$ cat config.mk
export PLATFORM = sky130hd
export DESIGN_NAME = flux_rr_scheduler_flat
export DESIGN_NICKNAME = d
export VERILOG_FILES = /design/src/rtl/flux_sched_pkg.sv /design/src/rtl/read_interface.sv /design/src/rtl/write_interface.sv /design/src/rtl/rr_picker.sv /design/src/rtl/flux_rr_scheduler.sv /design/src/flat_wrapper.sv
export SDC_FILE = /design/constraint.sdc
export NUM_CORES = 1
export LEC_CHECK = 0
export BUFFER_PORTS_ARGS = -buffer_cell sky130_fd_sc_hd__buf_4
export CORE_UTILIZATION = 25
export CTS_CLUSTER_SIZE = 24
export DETAILED_ROUTE_END_ITERATION = 12
export PLACE_DENSITY = 0.48
export SYNTH_ARGS = -nofsm -noshare
export SYNTH_HDL_FRONTEND = slang
export SYNTH_SLANG_ARGS = --single-unit
$ cat constraint.sdc
create_clock -name clk -period 4.75 [get_ports clk]
set_input_delay 0.475 -clock clk [delete_from_list [all_inputs] [get_ports clk]]
set_output_delay 0.475 -clock clk [all_outputs]
set_load 0.01 [all_outputs]
$ cat src/rtl/flux_sched_pkg.sv
// Shared types and helpers for the FLUX round-robin scheduler and its rotating picker.
package flux_sched_pkg;

    typedef enum logic {IDLE, BURST} sched_state_t;

    function automatic int unsigned tag_width(input int unsigned flux);
        return (flux > 1) ? $clog2(flux) : 1;
    endfunction

    function automatic int unsigned rr_next(input int unsigned ptr, input int unsigned flux);
        return (ptr + 1 >= flux) ? 0 : ptr + 1;
    endfunction

endpackage

$ cat src/rtl/read_interface.sv
// Bundle of per-flux read FIFO handshakes feeding a multi-flux actor.
interface read_interface #(
    parameter int unsigned FLUX       = 2,
    parameter int unsigned DATA_WIDTH = 8
);
    logic [FLUX-1:0]       empty;
    logic [FLUX-1:0]       read;
    logic [DATA_WIDTH-1:0] dout;

    modport actor (input empty, input dout, output read);
    modport fifo  (output empty, output dout, input read);
endinterface

$ cat src/rtl/write_interface.sv
// Write handshake into a single downstream FIFO.
interface write_interface #(
    parameter int unsigned WIDTH = 9
);
    logic             full;
    logic             write;
    logic [WIDTH-1:0] din;

    modport actor (input full, output write, output din);
    modport fifo  (output full, input write, input din);
endinterface

$ cat src/rtl/rr_picker.sv
// Combinational rotating priority encoder: first set req bit at or after ptr, wrapping.
module rr_picker #(
    parameter int unsigned FLUX      = 2,
    parameter int unsigned TAG_WIDTH = 1
) (
    input  logic [FLUX-1:0]      req,
    input  logic [TAG_WIDTH-1:0] ptr,
    output logic                 found,
    output logic [TAG_WIDTH-1:0] idx
);
    localparam logic [TAG_WIDTH:0] FLUX_W = (TAG_WIDTH + 1)'(FLUX);

    logic [2*FLUX-1:0]    dbl;
    logic [FLUX-1:0]      rot;
    logic [TAG_WIDTH-1:0] off;
    logic [TAG_WIDTH:0]   sum;

    always_comb begin
        dbl   = {req, req} >> ptr;
        rot   = dbl[FLUX-1:0];
        found = 1'b0;
        off   = '0;
        // Scan farthest-first so the offset nearest ptr is the one that sticks.
        for (int k = FLUX - 1; k >= 0; k--) begin
            if (rot[k]) begin
                found = 1'b1;
                off   = TAG_WIDTH'(k);
            end
        end
        sum = {1'b0, ptr} + {1'b0, off};
        if (sum >= FLUX_W) begin
            sum = sum - FLUX_W;
        end
        idx = sum[TAG_WIDTH-1:0];
    end
endmodule

$ cat src/rtl/flux_rr_scheduler.sv
// Round-robin burst scheduler merging FLUX token FIFOs into one tagged downstream FIFO.
module flux_rr_scheduler
    import flux_sched_pkg::*;
#(
    parameter int unsigned FLUX       = 2,
    parameter int unsigned DATA_WIDTH = 8,
    parameter int unsigned QW         = 4,
    localparam int unsigned TAG_WIDTH = tag_width(FLUX)
) (
    input  logic                 clk,
    input  logic                 rst,
    read_interface.actor         read_port,
    write_interface.actor        write_port,
    input  logic [QW-1:0]        cfg_quantum,
    output logic                 grant_valid,
    output logic [TAG_WIDTH-1:0] grant_tag
);
    localparam logic [QW:0] CNT_ONE = (QW + 1)'(1);

    sched_state_t         state;
    logic [TAG_WIDTH-1:0] rr_ptr;
    logic [TAG_WIDTH-1:0] tag;
    logic [QW:0]          cnt;
    logic [QW:0]          q;
    logic                 cool;

    logic                 pick_found;
    logic [TAG_WIDTH-1:0] pick_idx;
    logic [TAG_WIDTH-1:0] cur;
    logic [QW:0]          q_start;
    logic                 avail;
    logic                 xfer;
    logic                 done;

    rr_picker #(
        .FLUX      (FLUX),
        .TAG_WIDTH (TAG_WIDTH)
    ) u_picker (
        .req   (~read_port.empty),
        .ptr   (rr_ptr),
        .found (pick_found),
        .idx   (pick_idx)
    );

    assign grant_tag = tag;

    always_comb begin
        q_start = (cfg_quantum == '0) ? CNT_ONE : {1'b0, cfg_quantum};
        cur     = (state == IDLE) ? pick_idx : tag;
        // cool marks the dead cycle right after a release: no arbitration then.
        avail   = (state == IDLE) ? (pick_found && !cool) : !read_port.empty[tag];
        xfer    = !rst && avail && !write_port.full;

        read_port.read = '0;
        if (xfer) begin
            read_port.read[cur] = 1'b1;
        end
        write_port.write = xfer;
        write_port.din   = xfer ? {cur, read_port.dout} : 'x;

        if (state == IDLE) begin
            done = xfer && (q_start == CNT_ONE);
        end else begin
            done = !write_port.full && (read_port.empty[tag] || (cnt + CNT_ONE == q));
        end
    end

    always_ff @(posedge clk) begin
        if (rst) begin
            state       <= IDLE;
            rr_ptr      <= '0;
            tag         <= '0;
            cnt         <= '0;
            q           <= '0;
            cool        <= 1'b0;
            grant_valid <= 1'b0;
        end else begin
            cool <= 1'b0;
            unique case (state)
                IDLE: begin
                    if (pick_found && !cool) begin
                        tag         <= pick_idx;
                        q           <= q_start;
                        cnt         <= write_port.full ? '0 : CNT_ONE;
                        state       <= BURST;
                        grant_valid <= 1'b1;
                    end
                end
                BURST: begin
                    if (xfer) begin
                        cnt <= cnt + CNT_ONE;
                    end
                end
                default: state <= IDLE;
            endcase
            if (done) begin
                state       <= IDLE;
                grant_valid <= 1'b0;
                rr_ptr      <= TAG_WIDTH'(rr_next(32'(cur), FLUX));
                cool        <= 1'b1;
            end
        end
    end
endmodule

$ cat src/flat_wrapper.sv
// flat-port wrapper written by rule: the top's interface ports become plain ports
module flux_rr_scheduler_flat import flux_sched_pkg::*;
#(
    parameter int unsigned FLUX       = 2,
    parameter int unsigned DATA_WIDTH = 8,
    parameter int unsigned QW         = 4,
    localparam int unsigned TAG_WIDTH = tag_width(FLUX)
)
  (clk, rst, cfg_quantum, grant_valid, grant_tag, read_port_empty, read_port_dout, read_port_read, write_port_full, write_port_write, write_port_din);
  read_interface #(.FLUX(FLUX), .DATA_WIDTH(DATA_WIDTH)) read_port_i ();
  write_interface #(.WIDTH(9)) write_port_i ();
  input  logic clk;
  input  logic rst;
  input  logic [QW-1:0] cfg_quantum;
  output logic grant_valid;
  output logic [TAG_WIDTH-1:0] grant_tag;
  input wire logic [$bits(read_port_i.empty)-1:0] read_port_empty;
  input wire logic [$bits(read_port_i.dout)-1:0] read_port_dout;
  output wire logic [$bits(read_port_i.read)-1:0] read_port_read;
  input wire logic [$bits(write_port_i.full)-1:0] write_port_full;
  output wire logic [$bits(write_port_i.write)-1:0] write_port_write;
  output wire logic [$bits(write_port_i.din)-1:0] write_port_din;
  assign read_port_i.empty = read_port_empty;
  assign read_port_i.dout = read_port_dout;
  assign read_port_read = read_port_i.read;
  assign write_port_i.full = write_port_full;
  assign write_port_write = write_port_i.write;
  assign write_port_din = write_port_i.din;
  flux_rr_scheduler #(.FLUX(FLUX), .DATA_WIDTH(DATA_WIDTH), .QW(QW)) u_core (.clk(clk), .rst(rst), .read_port(read_port_i), .write_port(write_port_i), .cfg_quantum(cfg_quantum), .grant_valid(grant_valid), .grant_tag(grant_tag));
endmodule
==> flow_summary.toml <==
[status]
status = "finished clean"

[route]
drt_first_pass_iters = 4
avgViaCountPerCell = 4.65
drt_drc_violations_left = 0
initialDrtViolationCount = 22
vias = 697
drt.antenna.violating_nets = 0
wl_per_cell_um = 11.4
wirelength_um = 1710

[timing]
fin_crit_sh_pct = 45.6
period_minus_slack_ns = 2.17
hold_viol = 0
max_freq_mhz = 462
setup_viol = 0
worstMarginPinSlew_ns = 0.832
slew_viol_final = 0
tns_ns = 0
fin_worst_skew_ns = 0.00140
max_slew_margin_pct = 43.8
worst_slack_ns = 2.58
rsz0062_at_grt = "no"

[floorplanning]
die_h_um = 58.9
core_area_um2 = 3050
std_cell_rows = 20
start_util_pct = 26.5
num_io_pins = 31
die-width_um = 58.9
die_area_um2 = 3460

[setup_path]
end_kind = "output port"
crit_fanout = 4
crit_required_ns = 4.28
r2r_start = "u_core.grant_tag$_SDFFE_PP0P_"
slowest_delay_ns = 0.37
r2r_slack_ns = 2.65
r2r_end = "u_core.cnt[3]$_SDFFE_PP0P_"
path_cells = "inv_1 > maj3_1 > o21ai_0 > nor2b_1 > buf_4"
reg2reg_depth = 5
cp.arrival_ns = 1.69
crit_slowest_cell = "maj3_1"
cp-start-kind = "flip-flop"
cp_top_family = "adder cells"
path_class = "flip-flop to output port"
cp_num_buf_inv = 2

[logic_synthesis]
ys_top_cells_by_area = "dfxtp_1 35%, buf_4 8.4%, a21oi_1 5.6%"
async_flop_share_pct = 0
ys_ff_latch = 14
syn_avg_cell_area_um2 = 8.08
ys.flop_type = "dfxtp_1"
postSynthCellCount = 100
synth_area_leader_cell = "dfxtp_1"
seq_area_frac_synth_pct = 34.7
syn_area_um2 = 808
synth_top_cell_area_share_pct = 34.7
yosysUniqueCellTypes = 32
yosysWarningCount = 0
syn_nets = 118
synth-edff-count = 0

[min_path]
hold_end = "u_core.q[1]$_SDFFE_PP0P_"
hold_path_class = "input pin to flip-flop"
min_delay_path_depth = 3
holdCritStartpoint = "cfg_quantum[1]"

[run]
cap_viol_max_count = 0

[clock_tree]
htreeDepth = 1
cts_resized = 0
cts_tree = "yes"
clk_pin_slew_ns = 0.09
ctsHoldBuffers = 0
clockBufferDepth = 2
insertion_delay_ns = 0.28
cts_buffers = 3
cts_sinks = 14
postCtsSetupBuffers = 0
root_buffer = "clkbuf_4"

[power_and_ir_drop]
p_leak_nw = 0.359
ir_drop_mv = 0.105
p_total_mw = 0.283
power_density_nw_per_um2 = 306

[placed_design]
post-place-ws_ns = 2.39
numPortBuffers = 14
place_congestion = 0.739
placed_area_um2 = 888

[finish]
drive_above_1_share_pct = 21.7
area_growth_pct = 14.4
fin_nets = 125
layout.cells.most_common_list = "14 x buf_4, 14 x dfxtp_1, 10 x nor2_1, 9 x a21oi_1, 8 x nand2_1"
final_cell_area_um2 = 925
post-route-util_pct = 30.3
antenna_cells = 0

[global_route]
grt_max_degree = 17
antenna_found_initial = 0
grtUsageTotal_pct = 10.7
grt_pass1_vias = 632
grt_overflow = 0
grt_pass1_wl_um = 2730
cell usage after synthesis (2+ instances only):
master and instances:
or3_1 2, nand3_1 3, nand2_1 8, dfxtp_1 14, and2_1 3, inv_1 4, xor2_1 2, nor2_1 10
clkbuf_1 2, nor3b_1 2, a21oi_1 9, nand3b_1 2, o21ai_0 6, buf_4 9, nor3_1 4, nor2b_1 2
xnor2_1 3
tightest hold or removal path, stage by stage:
cell and delay (ns):
buf_4 0.11, nand2_1 0.05, a21oi_1 0.05
registers in the layout (all words and copies together), names as in the netlist:
signal,cells
u_core.cnt,5
u_core.cool,1
u_core.grant_tag,1
u_core.grant_valid,1
u_core.q,4
u_core.rr_ptr,1
u_core.state,1
cell families after synthesis:
family | count (synthesis) | synth area share (%)
simple gates | 39 | 25.4
flops | 14 | 34.7
buf+inv | 16 | 11.8
compound gates | 22 | 16.7
fa+ha+maj | 2 | 2.79
xor+xnor | 5 | 5.42
mux | 2 | 3.25
how the worst max path moves through the flow:
| stage | start | to | slack, ns | depth (start not counted) |
|---|---|---|---|---|
| after global routing | u_core.rr_ptr$_SDFFE_PP0P_ | read_port_read[1] | 2.45 | 5 |
| after detailed placement | read_port_empty[0] | u_core.rr_ptr$_SDFFE_PP0P_ | 2.39 | 6 |
| final | u_core.rr_ptr$_SDFFE_PP0P_ | read_port_read[1] | 2.58 | 5 |
| after CTS | u_core.rr_ptr$_SDFFE_PP0P_ | read_port_read[1] | 2.53 | 5 |
| after floorplan | read_port_empty[0] | read_port_read[1] | 2.88 | 4 |
| after global placement | read_port_empty[0] | u_core.rr_ptr$_SDFFE_PP0P_ | 2.47 | 6 |
power breakdown:
part	internal [mW]	total, mW	switching [mW]
combinational	0.0288	0.0604	0.0317
sequential	0.127	0.136	0.00905
clock	0.0466	0.0869	0.0403
metal layers:
metal | global-route usage (%) | up-vias | part of all wire, %
met3 | 3.96 | 4 | 5.7
met5 | 0 | - | 0
met4 | 4.42 | 0 | 0.70
met2 | 17.0 | 16 | 46
li1 | - | 353 | -
met1 | 12.9 | 324 | 48
through the flow:
stage          hold slack (ns)  std cells
2_1_floorplan            0.448        100
3_3_place_gp             0.466        146
3_5_place_dp             0.467        146
4_1_cts                  0.432        150
5_1_grt                  0.431        150
6_report                 0.444        150
cell type report:
class / instances / area, um^2
well taps: 44 / 55.1
repair buffers: 14 / 105
inverters: 4 / 15.0
clock buffers: 4 / 36.3
flip-flops and latches: 14 / 280
multi-input cells: 70 / 433
fillers: 338 / 2130
No activity file was read; power rests on OpenSTA's default activity.
